`config.mk`:
```
export PLATFORM = sky130hd
export DESIGN_NAME = dot_mac_pipe
export DESIGN_NICKNAME = d
export VERILOG_FILES = /design/src/rtl/dot_mac_pkg.sv /design/src/rtl/dot_mac_tree.sv /design/src/rtl/dot_mac_pipe.sv
export SDC_FILE = /design/constraint.sdc
export NUM_CORES = 1
export LEC_CHECK = 0
export ABC_AREA = 1
export CORE_MARGIN = 5
export CORE_UTILIZATION = 35
export DETAILED_ROUTE_END_ITERATION = 8
export HOLD_SLACK_MARGIN = 0.05
export PLACE_DENSITY = 0.54
export SYNTH_ARGS = -nofsm -noshare
export SYNTH_HDL_FRONTEND = slang
export SYNTH_SLANG_ARGS = --single-unit
```
`constraint.sdc`:
```
create_clock -name Clk -period 2.3 [get_ports Clk]
set_input_delay 0.46 -clock Clk [delete_from_list [all_inputs] [get_ports Clk]]
set_output_delay 0.46 -clock Clk [all_outputs]
set_load 0.02 [all_outputs]
```
`src/rtl/dot_mac_pkg.sv`:
```
// Shared types and width helpers for the dot_mac_pipe dot-product / MAC engine.
package dot_mac_pkg;

    // Each lane product is this many operand widths wide.
    localparam int unsigned PROD_SCALE = 2;

    typedef struct packed {
        logic valid;
        logic acc_en;
        logic clear;
    } ctrl_t;

    function automatic int unsigned clog2(input int unsigned value);
        int unsigned res;
        int unsigned span;
        res  = 0;
        span = 1;
        while (span < value) begin
            span = span * 2;
            res  = res + 1;
        end
        return res;
    endfunction

    function automatic int unsigned sum_width(input int unsigned w, input int unsigned n);
        return PROD_SCALE * w + clog2(n);
    endfunction

    function automatic int unsigned lane_lsb(input int unsigned lane, input int unsigned w);
        return lane * w;
    endfunction

endpackage

```
`src/rtl/dot_mac_tree.sv`:
```
// Balanced combinational adder tree over N lane products; odd lane counts are zero-padded.
module dot_mac_tree
    import dot_mac_pkg::*;
#(
    parameter int unsigned W     = 2,
    parameter int unsigned N     = 2,
    parameter int unsigned SUM_W = sum_width(W, N)
) (
    input  logic [N*PROD_SCALE*W-1:0] prods,
    output logic [SUM_W-1:0]          sum
);

    localparam int unsigned PW     = PROD_SCALE * W;
    localparam int unsigned LEVELS = clog2(N);
    localparam int unsigned LEAVES = 1 << LEVELS;

    for (genvar l = 0; l <= LEVELS; l++) begin : g_lvl
        logic [SUM_W-1:0] node [LEAVES >> l];
        for (genvar i = 0; i < (LEAVES >> l); i++) begin : g_node
            if (l == 0) begin : g_leaf
                if (i < N) begin : g_lane
                    assign node[i] = SUM_W'(prods[lane_lsb(i, PW) +: PW]);
                end else begin : g_pad
                    assign node[i] = '0;
                end
            end else begin : g_add
                assign node[i] = g_lvl[l-1].node[2*i] + g_lvl[l-1].node[2*i+1];
            end
        end
    end

    assign sum = g_lvl[LEVELS].node[0];

endmodule

```
`src/rtl/dot_mac_pipe.sv`:
```
// Three-stage unsigned dot-product engine with optional saturating accumulation.
module dot_mac_pipe
    import dot_mac_pkg::*;
#(
    parameter int unsigned W     = 2,
    parameter int unsigned N     = 2,
    parameter int unsigned ACC_W = 8
) (
    input  logic             Clk,
    input  logic             Rst,
    input  logic             In_valid,
    input  logic             Acc_en,
    input  logic             Clear,
    input  logic [N*W-1:0]   A_vec,
    input  logic [N*W-1:0]   B_vec,
    output logic [ACC_W-1:0] Out,
    output logic             Out_valid,
    output logic             Ovf
);

    localparam int unsigned PW    = PROD_SCALE * W;
    localparam int unsigned SUM_W = sum_width(W, N);
    localparam int unsigned EXT_W = ACC_W + 1;

    if (ACC_W < SUM_W) begin : g_acc_w_check
        $error("dot_mac_pipe: ACC_W must be >= 2*W + clog2(N)");
    end

    logic [N*PW-1:0]  prod_d, prod_q;
    ctrl_t            ctrl1_q, ctrl2_q;
    logic [SUM_W-1:0] tree_sum, sum_q;
    logic [ACC_W-1:0] acc_d, acc_q, out_d, out_q;
    logic             ovf_d, ovf_q, out_valid_q;
    logic [EXT_W-1:0] acc_ext;

    always_comb begin
        prod_d = '0;
        for (int i = 0; i < N; i++) begin
            prod_d[lane_lsb(i, PW) +: PW] = PW'(A_vec[lane_lsb(i, W) +: W])
                                          * PW'(B_vec[lane_lsb(i, W) +: W]);
        end
    end

    always_ff @(posedge Clk) begin
        if (Rst) begin
            prod_q  <= '0;
            ctrl1_q <= '0;
        end else begin
            prod_q  <= prod_d;
            ctrl1_q <= '{valid: In_valid, acc_en: Acc_en, clear: Clear};
        end
    end

    dot_mac_tree #(
        .W     (W),
        .N     (N),
        .SUM_W (SUM_W)
    ) u_tree (
        .prods (prod_q),
        .sum   (tree_sum)
    );

    always_ff @(posedge Clk) begin
        if (Rst) begin
            sum_q   <= '0;
            ctrl2_q <= '0;
        end else begin
            sum_q   <= tree_sum;
            ctrl2_q <= ctrl1_q;
        end
    end

    // The extra top bit of acc_ext is the overflow indicator for saturation.
    always_comb begin
        acc_d   = acc_q;
        out_d   = out_q;
        ovf_d   = ovf_q;
        acc_ext = {1'b0, acc_q} + EXT_W'(sum_q);
        if (ctrl2_q.valid) begin
            if (!ctrl2_q.acc_en) begin
                out_d = ACC_W'(sum_q);
            end else if (ctrl2_q.clear) begin
                acc_d = ACC_W'(sum_q);
                out_d = ACC_W'(sum_q);
                ovf_d = 1'b0;
            end else if (acc_ext[ACC_W]) begin
                acc_d = '1;
                out_d = '1;
                ovf_d = 1'b1;
            end else begin
                acc_d = acc_ext[ACC_W-1:0];
                out_d = acc_ext[ACC_W-1:0];
            end
        end
    end

    always_ff @(posedge Clk) begin
        if (Rst) begin
            acc_q       <= '0;
            out_q       <= '0;
            ovf_q       <= 1'b0;
            out_valid_q <= 1'b0;
        end else begin
            acc_q       <= acc_d;
            out_q       <= out_d;
            ovf_q       <= ovf_d;
            out_valid_q <= ctrl2_q.valid;
        end
    end

    assign Out       = out_q;
    assign Out_valid = out_valid_q;
    assign Ovf       = ovf_q;

endmodule

```
==> results of run 1 <==
-- where the power goes --
group          switching (mW)  total [mW]  internal (mW)
clock                   0.233       0.442          0.209
combinational          0.0503      0.0942         0.0438
sequential            0.00943       0.667          0.657
-- routing by layer --
layer	wire length [µm]	track usage, %
met5	0	0
met4	54	4.054
met3	109	2.106
met2	1635	21.51
met1	1545	14.44
-- cells in the mapped netlist, types with 2 or more instances --
| cell | n | area share, % |
|---|---|---|
| fa_1 | 2 | 2.3 |
| dfxtp_1 | 37 | 42 |
| inv_1 | 44 | 9.4 |
| a21oi_1 | 25 | 7.1 |
| nor2_1 | 25 | 5.3 |
| o21ai_0 | 10 | 2.8 |
| nand3_1 | 9 | 2.6 |
| o21ai_2 | 5 | 2.5 |
| clkbuf_1 | 5 | 1.1 |
| ha_1 | 13 | 9.2 |
| nand2_1 | 52 | 11 |
-- cells in the final DEF (no fill, tap or decap) --
cell,count
nand2_1,52
inv_1,44
dfxtp_1,37
nor2_1,25
a21oi_1,25
clkdlybuf4s50_1,22
ha_1,13
o21ai_0,10
nand3_1,9
o21ai_2,5
clkbuf_8,5
fa_1,2
clkinv_2,2
buf_4,2
a21oi_2,1
nand4_2,1
a21boi_1,1
nand3_4,1
nand4_1,1
xor2_1,1
inv_2,1
o21bai_1,1
or2_1,1
clkinvlp_4,1
-- layout make-up --
type / instances / area (µm²)
multi-input cells: 149 / 830.8
flip-flops and latches: 37 / 740.7
inverters: 45 / 168.9
clock buffers: 5 / 68.82
well taps: 67 / 83.83
clock inverters: 3 / 17.52
fillers: 488 / 2640
repair buffers: 24 / 235.2
-- per-stage QoR --
step	util (%)	setup WS [ns]	area, µm²	hold slack [ns]	total power, mW
CTS	44.84	0.4846	2146	0.4048	1.223
global route	44.84	0.3352	2146	0.4380	1.270
finish	44.84	0.5016	2146	0.4051	1.203
global placement	43.03	0.5288	2059	0.3921	0.7776
detailed placement	43.03	0.4944	2059	0.3940	0.7785
floorplan	-	0.6696	1759	0.3883	0.7359
-- cell families (layout without fill, tap and decap cells) --
| kind of cell | after synthesis | after routing | share of synthesized area, % |
|---|---|---|---|
| adders and majority gates | 15 | 15 | 11.52 |
| buffers and inverters | 50 | 77 | 10.67 |
| xor gates and xnor gates | 1 | 1 | 0.4980 |
| DFF | 37 | 37 | 42.11 |
| AOI/OAI and AO/OA | 43 | 43 | 13.80 |
| and+or+nand+nor | 90 | 90 | 21.41 |
-- flip-flops by register name (all words and copies together), names as in the netlist --
| name | count |
|---|---|
| prod_q | 8 |
| Out | 8 |
| Ovf | 1 |
| ctrl2_q | 3 |
| ctrl1_q | 3 |
| Out_valid | 1 |
| sum_q | 5 |
| acc_q | 8 |
-- final timing paths --
check,endpoint,slack [ns],cells after the start
min,ctrl2_q[2],0.41,2
max reg2reg,acc_q[7],0.50,8
max,acc_q[7],0.50,8
min reg2reg,ctrl2_q[2],0.41,2
-- tightest hold or removal path: stages, from the launching register on --
cell,delay [ns]
dfxtp_1,0.30
inv_1,0.04
nor2_1,0.03
==> results.ini, run 1 <==
[timing]
clock_skew_ns=0.007347
max_slew_margin_pct=62.34
fin_crit_ns=1.798
rsz0062_at_grt=no
setup_violations=0
period_share_pct=78.19
worst_pin_slew_ns=0.5636
max_freq_mhz=556.0
tns_ns=0
slew_viol_final=0
finalHoldViolCount=0

[synthesis]
seq_area_frac_synth_pct=42.11
ys_ff_latch=37
synth_edf_count=0
synth_nets=264
synthCells=236
async_flop_share_pct=0
ys_types=20
synth_area_um2=1759
yosys_warnings=0
ys.flop_type=dfxtp_1
synth.avg_cell_area_um2=7.454

[worst_setup_path]
cp_num_buf_inv=0
cp_max_fo=4
crit_path_cell_trace=ha_1 -> fa_1 -> nand3_1 -> nand2_1 -> a21boi_1 -> nand3_1 -> nand2_1 -> a21oi_1
start_kind=register
r2r_start=sum_q[0]
criticalPathCategory=reg2reg
startpoint=sum_q[0]
slowest_stage=fa_1
arrival_ns=1.97
max_stage_delay_ns=0.40
end_kind=register
critPathTopFamily=adder cells
required_ns=2.48

[drt]
firstDrtPassIters=4
drt_iter0_markers=62
vias_per_cell=4.318
postRouteAntennaNets=0
post_drt_wl_per_cell_um=10.13
route.vias.total=1425
wl_um=3343
drc_errors=0

[worst_hold_path]
min_path_type=reg2reg
hold_start=ctrl1_q[2]

[finish]
antennaDiodeCount=0
fin_nets=290
syn_to_final_growth_pct=21.98
layout.cells.non_filler=330
drive_gt1_share_pct=7.224

[placement]
placed_cells_incl_taps=322
gp_congestion=0.8017
hpwlAfterDp_um=2548
port_buffers=22

[grt]
grt_pass1_vias=1404
grt_pass1_wl_um=6182
gr-usage-all-layers_pct=12.02
grt_start_max_net_pins=17
antenna_found_initial=0
grt.overflow.total=0

[die]
die_width_um=80.90
die_area_um2=6544
core_area_um2=4786
io_pins=23
die_y_um=80.90
rows=25
initial_core_util_pct=36.76

[clock_tree]
ctsHtreeMaxLevel=2
cts_root_buf=clkbuf_8
post_cts_buffers=0
clockBufferDepth=2
postCtsHoldBufs=0
cts_tree=yes
ctsResizeCount=0
numCtsBuffers=5
clkSlewWorstSetupHoldPaths_ns=0.08
cts_sinks=37
clk_latency_ns=0.28

[power_and_ir_drop]
power_density_nw_per_um2=560.8
vdd_ir_drop_max_mv=0.2283
p_leak_nw=0.9864

[status]
status=complete, no violations

[flow_run]
cap_violations=0

Power figures use the tool's default switching activity.
==> run 2, diff against run 1 <==
--- a/config.mk
+++ b/config.mk
@@ -10,7 +10,7 @@
 export CORE_UTILIZATION = 35
 export DETAILED_ROUTE_END_ITERATION = 8
 export HOLD_SLACK_MARGIN = 0.05
-export PLACE_DENSITY = 0.54
+export PLACE_DENSITY = 0.56
 export SYNTH_ARGS = -nofsm -noshare
 export SYNTH_HDL_FRONTEND = slang
 export SYNTH_SLANG_ARGS = --single-unit
==> constraint.sdc (replaced) <==
create_clock -name Clk -period 1.5 [get_ports Clk]
set_input_delay 0.3 -clock Clk [delete_from_list [all_inputs] [get_ports Clk]]
set_output_delay 0.3 -clock Clk [all_outputs]
set_load 0.02 [all_outputs]
==> run 2 against run 1 <==
The flow now finishes with violations (negative setup slack). First-iteration DRC count down 16%. Via count up 4.4%. Power up 55%. Critical path depth unchanged. Largest power group unchanged. Die area unchanged. Clock power up 56%. Global-route usage about the same. Clock-buffer cell count unchanged. Non-clock buffer count up 7. Register-to-register slack worse by 0.60 ns. Clock skew down 0.00066 ns. Sequential share of layout area down 2.1 points.
==> results.ini, run 2 (synthesis results as in run 1) <==
[clock_tree]
cts_sinks=37
cts_root_buf=clkbuf_8
ctsHtreeMaxLevel=2
cts_tree=yes
numCtsBuffers=5
clockBufferDepth=2
clk_latency_ns=0.29
clkSlewWorstSetupHoldPaths_ns=0.08

[grt]
grt.overflow.total=0
grt_pass1_wl_um=6113
antenna_found_initial=0
gr-usage-all-layers_pct=12.00
grt_pass1_vias=1441
grt_start_max_net_pins=16

[worst_setup_path]
criticalPathCategory=reg2reg
arrival_ns=1.77
end_kind=register
start_kind=register
cp_max_fo=4
required_ns=1.67

[timing]
setup_ws_ns=-0.09449
rsz0062_at_grt=yes
max_slew_margin_pct=80.17
clock_skew_ns=0.006692
slew_viol_final=0
max_freq_mhz=627.2
fin_crit_ns=1.594
worst_pin_slew_ns=0.2971
finalHoldViolCount=0
period_share_pct=106.3
setup_violations=17

[die]
io_pins=23
die_width_um=80.90
die_area_um2=6544
rows=25
initial_core_util_pct=36.76
die_y_um=80.90
core_area_um2=4786

[drt]
vias_per_cell=4.412
postRouteAntennaNets=0
route.vias.total=1487
drc_errors=0
post_drt_wl_per_cell_um=10.23
wl_um=3448
firstDrtPassIters=4
drt_iter0_markers=52

[placement]
gp_congestion=0.8535
placed_cells_incl_taps=327
hpwlAfterDp_um=2706
dp_slack_ns=-0.1131
port_buffers=22

[finish]
seq_area_um2=744.5
antennaDiodeCount=0
syn_to_final_growth_pct=30.37
final_common_cell=nand2_1
fin_nets=297
multi_input_area_um2=929.6
fillers=493
layout.cells.non_filler=337
drive_gt1_share_pct=17.04
mostFrequentLayoutCells=46 x nand2_1, 44 x inv_1, 34 x dfxtp_1

[power_and_ir_drop]
p_leak_nw=1.103
vdd_ir_drop_max_mv=0.3699
power_density_nw_per_um2=814.3

[worst_hold_path]
min_path_type=reg2reg

[status]
violations=negative setup slack
status=finished with violations

[flow_run]
cap_violations=0

[run 2: routing by layer]
metal,GRT usage [%],up-vias,wire [µm]
met2,21.84,20,1734
met4,4.054,0,32
li1,-,801,-
met5,0,-,0
met1,13.35,664,1560
met3,3.326,2,120
[run 2: worst paths after layout]
check / end / slack, ns / cells after the start / startpoint
max reg2reg: acc_q[7] / -0.09 / 8 / acc_q[0]
min reg2reg: ctrl2_q[1] / 0.40 / 2 / ctrl1_q[1]
max: acc_q[7] / -0.09 / 8 / acc_q[0]
min: ctrl2_q[1] / 0.40 / 2 / ctrl1_q[1]
[run 2: through the flow]
stage          total power [mW]  hold slack (ns)  area (µm²)  util [%]  TNS (ns)
5_1_grt                   1.975           0.4198        2293     47.92    -2.413
3_5_place_dp              1.200           0.3916        2128     44.47    -1.342
6_report                  1.867           0.4012        2293     47.92    -1.167
4_1_cts                   1.894           0.4027        2230     46.59    -1.192
3_3_place_gp              1.198           0.3935        2128     44.47   -0.7607
2_1_floorplan             1.131           0.3883        1790         -  -0.02122
[run 2: critical path, stage by stage (launching register included)]
cell and delay (ns):
dfxtp_2 0.34, ha_4 0.16, fa_2 0.35, nand3_2 0.10, nand2_4 0.09, a21boi_4 0.20, nand3_1 0.10, nand2_1 0.09
a21oi_1 0.06
[run 2: report_power, final]
group          total [mW]  internal, mW  leakage [nW]  switching, mW
registers            1.03          1.01         0.303         0.0169
clock network       0.688         0.329        0.0481          0.359
logic               0.154        0.0724         0.753         0.0812
[run 2: what timing repair did]
item,4_1_cts,5_1_grt
setup endpoints to repair,27,17
hold buffers,0,0
pin swaps,11,4
buffers inserted,1,1
resized for setup,13,13
gates cloned,0,0
[run 2: area by class of cell]
cell class                 instances  share of cell area [%]
clock inverter                     3                  0.9820
tap                               67                   3.655
timing repair buffer              31                   12.00
multi-input combinational        149                   40.53
inverter                          45                   7.365
sequential                        37                   32.46
clock buffer                       5                   3.001
